**config.mk**
```make
export PLATFORM = sky130hd
export DESIGN_NAME = fpnew_opgroup_share_ctrl
export DESIGN_NICKNAME = d
export VERILOG_FILES = /design/src/rtl/fpnew_opgroup_share_ctrl.sv
export SDC_FILE = /design/constraint.sdc
export NUM_CORES = 1
export LEC_CHECK = 0
export CAP_MARGIN = 10
export CORE_AREA = 10 10 188 190
export DETAILED_ROUTE_END_ITERATION = 16
export DIE_AREA = 0 0 198 200
export DONT_BUFFER_PORTS = 1
export HOLD_SLACK_MARGIN = 0.06
export SKIP_CTS_REPAIR_TIMING = 1
export SYNTH_ARGS = -nofsm -noshare
export SYNTH_HDL_FRONTEND = slang
export SYNTH_SLANG_ARGS = --single-unit
export TNS_END_PERCENT = 1
```
**constraint.sdc**
```tcl
create_clock -name clk_i -period 2.6 [get_ports clk_i]
set_input_delay 0.52 -clock clk_i [delete_from_list [all_inputs] [get_ports clk_i]]
set_output_delay 0.52 -clock clk_i [all_outputs]
set_load 0.05 [all_outputs]
```
**src/rtl/fpnew_opgroup_share_ctrl.sv**
```systemverilog
// Shares one FPnew opgroup block between NumReq requesters: round-robin issue with grant lock,
// an outstanding-operation credit limit, and return steering by the requester index carried in the tag.
module fpnew_opgroup_share_ctrl #(
   parameter int unsigned NumReq         = 2,
   parameter int unsigned PayloadWidth   = 128,
   parameter int unsigned Width          = 32,
   parameter int unsigned TagWidth       = 4,
   parameter int unsigned MaxOutstanding = 4,
   localparam int unsigned IdWidth       = (NumReq > 1) ? $clog2(NumReq) : 1,
   localparam int unsigned CntWidth      = $clog2(MaxOutstanding + 1)
) (
   input  logic                           clk_i,
   input  logic                           rst_ni,
   input  logic                           flush_i,
   input  logic [NumReq-1:0]              req_valid_i,
   output logic [NumReq-1:0]              req_ready_o,
   input  logic [NumReq*PayloadWidth-1:0] req_data_i,
   input  logic [NumReq*TagWidth-1:0]     req_tag_i,
   output logic                           unit_in_valid_o,
   input  logic                           unit_in_ready_i,
   output logic [PayloadWidth-1:0]        unit_data_o,
   output logic [TagWidth+IdWidth-1:0]    unit_tag_o,
   input  logic                           unit_out_valid_i,
   output logic                           unit_out_ready_o,
   input  logic [Width-1:0]               unit_result_i,
   input  logic [4:0]                     unit_status_i,
   input  logic [TagWidth+IdWidth-1:0]    unit_tag_i,
   output logic [NumReq-1:0]              rsp_valid_o,
   input  logic [NumReq-1:0]              rsp_ready_i,
   output logic [Width-1:0]               rsp_result_o,
   output logic [4:0]                     rsp_status_o,
   output logic [TagWidth-1:0]            rsp_tag_o,
   output logic [CntWidth-1:0]            outstanding_o,
   output logic                           busy_o
);

   logic [IdWidth-1:0]  r_rrPtr;
   logic                r_lock;
   logic [IdWidth-1:0]  r_lockIdx;
   logic [CntWidth-1:0] r_cnt;

   logic [IdWidth-1:0]  w_rrWinner;
   logic                w_found;
   logic [IdWidth-1:0]  w_winner;
   logic [IdWidth-1:0]  w_retId;
   logic                w_canIssue;
   logic                w_issueHs;
   logic                w_retHs;

   // Modulo-NumReq increment; base and offset are both below NumReq so one subtraction suffices.
   function automatic logic [IdWidth-1:0] wrapInc(input logic [IdWidth-1:0] base,
                                                  input int unsigned off);
      int unsigned s;
      s = 32'(base) + off;
      if (s >= NumReq) s = s - NumReq;
      return IdWidth'(s);
   endfunction

   always_comb begin
      w_rrWinner = r_rrPtr;
      w_found    = 1'b0;
      for (int unsigned k = 0; k < NumReq; k++) begin
         if (!w_found && req_valid_i[wrapInc(r_rrPtr, k)]) begin
            w_rrWinner = wrapInc(r_rrPtr, k);
            w_found    = 1'b1;
         end
      end
   end

   // A stalled grant stays with its requester until the handshake so the payload never changes under valid.
   assign w_winner        = r_lock ? r_lockIdx : w_rrWinner;
   assign w_canIssue      = rst_ni & ~flush_i & (r_cnt < CntWidth'(MaxOutstanding));
   assign unit_in_valid_o = w_canIssue & req_valid_i[w_winner];
   assign unit_data_o     = req_data_i[32'(w_winner)*PayloadWidth +: PayloadWidth];
   assign unit_tag_o      = {w_winner, req_tag_i[32'(w_winner)*TagWidth +: TagWidth]};

   always_comb begin
      req_ready_o           = '0;
      req_ready_o[w_winner] = w_canIssue & unit_in_ready_i;
   end

   assign w_retId = unit_tag_i[TagWidth +: IdWidth];

   always_comb begin
      rsp_valid_o          = '0;
      rsp_valid_o[w_retId] = rst_ni & unit_out_valid_i & ~flush_i;
   end

   // During flush returns are accepted and dropped so the shared block drains.
   assign unit_out_ready_o = rst_ni & (rsp_ready_i[w_retId] | flush_i);
   assign rsp_result_o     = unit_result_i;
   assign rsp_status_o     = unit_status_i;
   assign rsp_tag_o        = unit_tag_i[TagWidth-1:0];

   assign w_issueHs     = unit_in_valid_o & unit_in_ready_i;
   assign w_retHs       = unit_out_valid_i & unit_out_ready_o & ~flush_i;
   assign outstanding_o = r_cnt;
   assign busy_o        = (r_cnt != '0) | unit_in_valid_o;

   always_ff @(posedge clk_i or negedge rst_ni) begin
      if (!rst_ni) begin
         r_rrPtr   <= '0;
         r_lock    <= 1'b0;
         r_lockIdx <= '0;
         r_cnt     <= '0;
      end else if (flush_i) begin
         r_cnt  <= '0;
         r_lock <= 1'b0;
      end else begin
         if (w_issueHs && !w_retHs) begin
            r_cnt <= r_cnt + CntWidth'(1);
         end else if (w_retHs && !w_issueHs) begin
            r_cnt <= r_cnt - CntWidth'(1);
         end
         if (w_issueHs) begin
            r_lock  <= 1'b0;
            r_rrPtr <= wrapInc(w_winner, 1);
         end else if (unit_in_valid_o) begin
            r_lock    <= 1'b1;
            r_lockIdx <= w_winner;
         end
      end
   end

   a_retIdLegal : assert property (@(posedge clk_i) disable iff (!rst_ni)
      unit_out_valid_i |-> (32'(w_retId) < NumReq));
   a_noUnderflow : assert property (@(posedge clk_i) disable iff (!rst_ni)
      w_retHs |-> (r_cnt != '0));

endmodule

```
Word-level counts from Yosys, hierarchy flattened:

Cells that the tools add are included.

* shift-type cells: 2
* $mul: 0
* add/subtract/negate cells: 7
* mux-type cells: 25
* reductions and logical operators: 13
* divide/modulo/power cells: 0
* magnitude comparators: 10
* bitwise logic cells: 16
* equal/unequal tests: 0

Operators by type and width (count)
* $shiftx 256x9->128: 1
* $mux 1: 20
* $and 1x1->1: 10
* $mux 3: 3
* $reduce_bool 3->1: 3
* $lt 1x2->1 const B: 4
* $shiftx 8x4->4: 1
* $logic_and 1x1->1: 5
* $add 1x1->2 const B: 2
* $and 2x2->2: 2
* $ge 2x2->1 const B: 2
* $add 3x1->3 const B: 1
* $logic_not 1->1: 3
* $lt 3x3->1 const B: 1
* $reduce_and 3->1: 1
* $sub 1x1->1 const B: 3
* $sub 3x1->3 const B: 1
* $demux 1 s1: 2
* $ge 1x1->1 const B: 2
* $ge 1x2->1 const B: 1
* $not 1->1: 2
* $or 1x1->1: 2
* $reduce_and 2->1: 1

* bits in read-only memories: 0
* RAM bits: 0
* bits in registers: 6
* latch bits: 0
* memories: 0
* bits of input ports: 315

Logic depth before layout (Yosys ltp):

* word-level depth: 18
* gate-level depth with buffers: 8
* depth with buffers taken out: 7

Least setup slack after synthesis:

Ideal clock, no wire load.

* kind: in2out
* start point: input flush_i
* end point: output busy_o
* data arrival time: 2.028 ns
* path slack: 0.052 ns
* stages on the path: 4
* cells stage by stage: clkbuf_1 -> nand2b_1 -> a2111oi_4 -> or4_1

* word-level cells in the longest chain between the ends: 5

Ends and longest elaborated chain
* start, declared: RTL line 14 `input logic flush_i,`
* $not 1->1 (no line)
* $and 1x1->1 (2 in a row): RTL line 72 `assign w_canIssue = rst_ni & ~flush_i & (r_cnt < CntWidth'(MaxOutstanding));`
* $and 1x1->1: RTL line 73 `assign unit_in_valid_o = w_canIssue & req_valid_i[w_winner];`
* named net unit_in_valid_o: RTL line 19 `output logic unit_in_valid_o,`
* $or 1x1->1: RTL line 98 `assign busy_o = (r_cnt != '0) | unit_in_valid_o;`
* end, declared: RTL line 34 `output logic busy_o`

The timed path passes the listed nets, and every way through them passes these cells.

Worst setup path after layout:

* start point: register r_rrPtr
* end point: output unit_data_o[92]

* word-level cells in the longest chain between the ends: 10
* elaborated cells on any way between the ends: 18
* classes of those cells: 3 x add/sub; 2 x order compare; 1 x shift; 10 x mux; 2 x reduce/logical

Ends and longest elaborated chain
* start, declared: RTL line 37 `logic [IdWidth-1:0] r_rrPtr;`
* start signal, assigned: RTL line 117 `r_rrPtr <= wrapInc(w_winner, 1);`
* $ge 1x2->1 or $sub 1x1->1 (tied branches): RTL line 55 `if (s >= NumReq) s = s - NumReq;`
* $mux 1: RTL line 55
* $mux 1 (implied by the code) (2 in a row): RTL line 63 `if (!w_found && req_valid_i[wrapInc(r_rrPtr, k)]) begin`
* $mux 1: RTL line 63
* $logic_not 1->1: RTL line 63
* $logic_and 1x1->1: RTL line 63
* $mux 1 (*): RTL line 63
* $mux 1 (*): RTL line 71 `assign w_winner = r_lock ? r_lockIdx : w_rrWinner;`
* $shiftx 256x9->128 (*): RTL line 74 `assign unit_data_o = req_data_i[32'(w_winner)*PayloadWidth +: PayloadWidth];`
* end, declared: RTL line 21 `output logic [PayloadWidth-1:0] unit_data_o,`

Mark *: on every way between the ends. The rest lies on a longest branch, timed or not. The select of a mux whose other input is x is not followed.

==> impl_metrics.tcl <==
set metrics [dict create \
    die_h_um 200 \
    crit_type "reg2out" \
    first_pass_iters 4 \
    yosys.area.top_type_share_pct 35.2 \
    synthCells 240 \
    grt_pass1_vias 2388 \
    initial_utilization_pct 7.64 \
    worst_slew_pin_slew_ns 0.507 \
    rows 65 \
    min_from "flush_i" \
    core_mm2 0.0314 \
    swShare_pct 64.6 \
    area_growth_pct 38.6 \
    synth_top_area_cell "mux2_2" \
    synth_compound_area_share_pct 3.13 \
    max_freq_mhz 381 \
    port_buffers 0 \
    cts_buffers 3 \
    rsz0062_at_grt "true" \
    ys_seq_area_share_pct 6.26 \
    totalWireLength_um 16400 \
    internal_power_w 0.00112 \
    arrival_ns 2.11 \
    peakVddDrop_mv 0.253 \
    layout_min_cycle_time_ns 2.63 \
    power.density_mw_per_mm2 952 \
    crit_start "r_rrPtr$_DFFE_PN0P_" \
    synth_edf_count 0 \
    p_clk_share_pct 7.8 \
    fin_nets 582 \
    synthSimpleGateAreaFrac_pct 6.05 \
    grt_overflow_total 0 \
    synthesis.nets 556 \
    seqPwrFrac_pct 4.1 \
    vias 2172 \
    viasPerCell 3.23 \
    r2r_start "r_lockIdx$_DFFE_PN0P_" \
    endpoint_kind "output pin" \
    cts_tree "yes" \
    clock_latency_ns 0.23 \
    hold_viol_final 0 \
    ios 499 \
    dieArea_mm2 0.0396 \
    dpl.cell_count 657 \
    path_cells "maj3_2, mux2i_4, buf_4, buf_16, mux2_2" \
    outcome "complete, but fails checks" \
    grt_antenna_before_repair 13 \
    grt_pass1_wl_um 19200 \
    fin_crit_sh_pct 101 \
    cpMaxStageDelayCell "mux2_2" \
    path_clk_slew_ns 0.03 \
    final_cell_area_mm2 0.00332 \
    clock-skew-final_ns 0.00208 \
    ys.flop_type "dfrtp_1" \
    fin_cells 673 \
    violations "setup timing" \
    ys_seq_elements 6 \
    setup_ws_ns -0.0270 \
    htreeDepth 1 \
    fill_cells 3567 \
    critPathMaxFanout 65 \
    drc 0 \
    cts.root.buffer_cell "clkbuf_16" \
    gp_congestion 0.702 \
    muxShareOfSynthArea_pct 64.7 \
    yosys_warnings 0 \
    dpl-instance-area_mm2 0.00311 \
    drive_gt1_share_pct 62.5 \
    maxSlewHeadroom_pct 66.4 \
    fp.dieW_um 198 \
    synthTopCellsByArea "mux2_2 (35%), mux2_1 (28%), buf_4 (15%)" \
    clock_path_buffers 2 \
    drtAntennaViolNets 0 \
    synth_top_family_by_area "multiplexers" \
    r2r_setup_slack_ns 0.30 \
    drt_iter0_drc 63 \
    syn_area_mm2 0.00240 \
    ys_types 35 \
    hp-class "in2reg" \
    setup_viol 36 \
    max_stage_delay_ns 0.52 \
    register_area_um2 150 \
    wl_per_cell_um 24.4 \
    grt_max_degree 70 \
    async_reset_ff_share_pct 100 \
    synthAdderAreaFrac_pct 1.30 \
    multi_input_area_mm2 0.00185 \
    grt_usage_pct 6.58 \
    place_hpwl_um 14700 \
    max_cap_viol_count 0 \
    start_kind "flop" \
    p_sw_w 0.00204 \
    slew_viol_final 0 \
    avgSynthCellArea_um2 9.99 \
    required_ns 2.08 \
    p_leak_nw 1.23 \
    synthTopCellsByCount "mux2_2 (75), mux2_1 (59), buf_4 (49), buf_2 (7), nor2_1 (7)" \
    combPwrFrac_pct 88.1 \
    cts_sinks 6 \
    yosysMostFrequentCell "mux2_2" \
    synth-xor-area-share_pct 0.939 \
]
==> critical path: cells and delay by family (launching register included) <==
kind | cells | cell delay (ns)
multiplexers | 2 | 0.67
buffers and inverters | 2 | 0.43
adder cells (fa/ha/maj) | 1 | 0.33
flip-flops | 1 | 0.39
==> logic make-up (layout without fill, tap and decap cells) <==
| kind of cell | count (synthesis) | in the layout |
|---|---|---|
| flip-flops | 6 | 6 |
| buffers and inverters | 61 | 85 |
| other | 0 | 7 |
| AND/OR/NAND/NOR | 25 | 25 |
| XOR/XNOR | 1 | 1 |
| AO/OA/AOI/OAI | 8 | 8 |
| adder cells (fa/ha/maj) | 2 | 2 |
| multiplexers | 137 | 137 |
==> final timing paths <==
kind / end / depth (start not counted)
max: unit_data_o[92] / 5
min: outstanding_o[2]$_DFFE_PN0P_ / 1
max reg2reg: outstanding_o[1]$_DFFE_PN0P_ / 6
min reg2reg: r_rrPtr$_DFFE_PN0P_ / 2
max in group asynchronous: r_rrPtr$_DFFE_PN0P_ / 1
min in group asynchronous: outstanding_o[0]$_DFFE_PN0P_ / 1
==> state kept, by name, summed over array words and instances, names as in the netlist <==
register	count
outstanding_o	3
r_lock	1
r_lockIdx	1
r_rrPtr	1
==> area by class of cell <==
cell class	instances	area share, %
antenna	7	0.527
tap	402	15.1
inverter	4	0.452
multi-input combinational	173	55.6
clock buffer	3	2.26
timing repair buffer	78	21.5
sequential	6	4.52
==> per-stage QoR <==
| stage | hold WS [ns] | setup WS (ns) | setup TNS [ns] | util, % | power, W |
|---|---|---|---|---|---|
| 2_1_floorplan | 0.224 | 0.0517 | 0 | - | 0.00251 |
| 3_3_place_gp | 0.226 | -0.0314 | -0.0743 | 9.90 | 0.00279 |
| 3_5_place_dp | 0.226 | -0.0312 | -0.0796 | 9.90 | 0.00281 |
| 4_1_cts | -0.0115 | -0.138 | -3.51 | 10.1 | 0.00306 |
| 5_1_grt | 0.356 | -0.0966 | -6.54 | 10.6 | 0.00327 |
| 6_report | 0.357 | -0.0270 | -0.635 | 10.6 | 0.00316 |
==> per-layer routing <==
layer	up-vias	GRT usage [%]	wire, um
met2	281	12.2	8730
met3	22	4.81	2740
li1	886	-	-
met1	979	5.13	4670
met4	4	2.62	240
met5	-	0	27
==> power groups by stage <==
stage                     Combinational (W)  Sequential (W)  Clock (W)
after global routing                0.00289        0.000132   0.000256
after detailed placement            0.00268        0.000132          0
final                               0.00278        0.000130   0.000247
after CTS                           0.00268        0.000131   0.000249
after global placement              0.00266        0.000131          0
after floorplan                     0.00237        0.000141          0
==> cells in the final DEF (no fill, tap or decap), drive strengths merged, types with 2 or more instances in the layout <==
master	instances
buf	76
inv	4
nor2	7
nand2	3
o21ai	2
mux2	134
nand2b	2
dfrtp	6
clkbuf	4
or4	2
diode	7
mux2i	3
(Power assumes the default switching activity.)
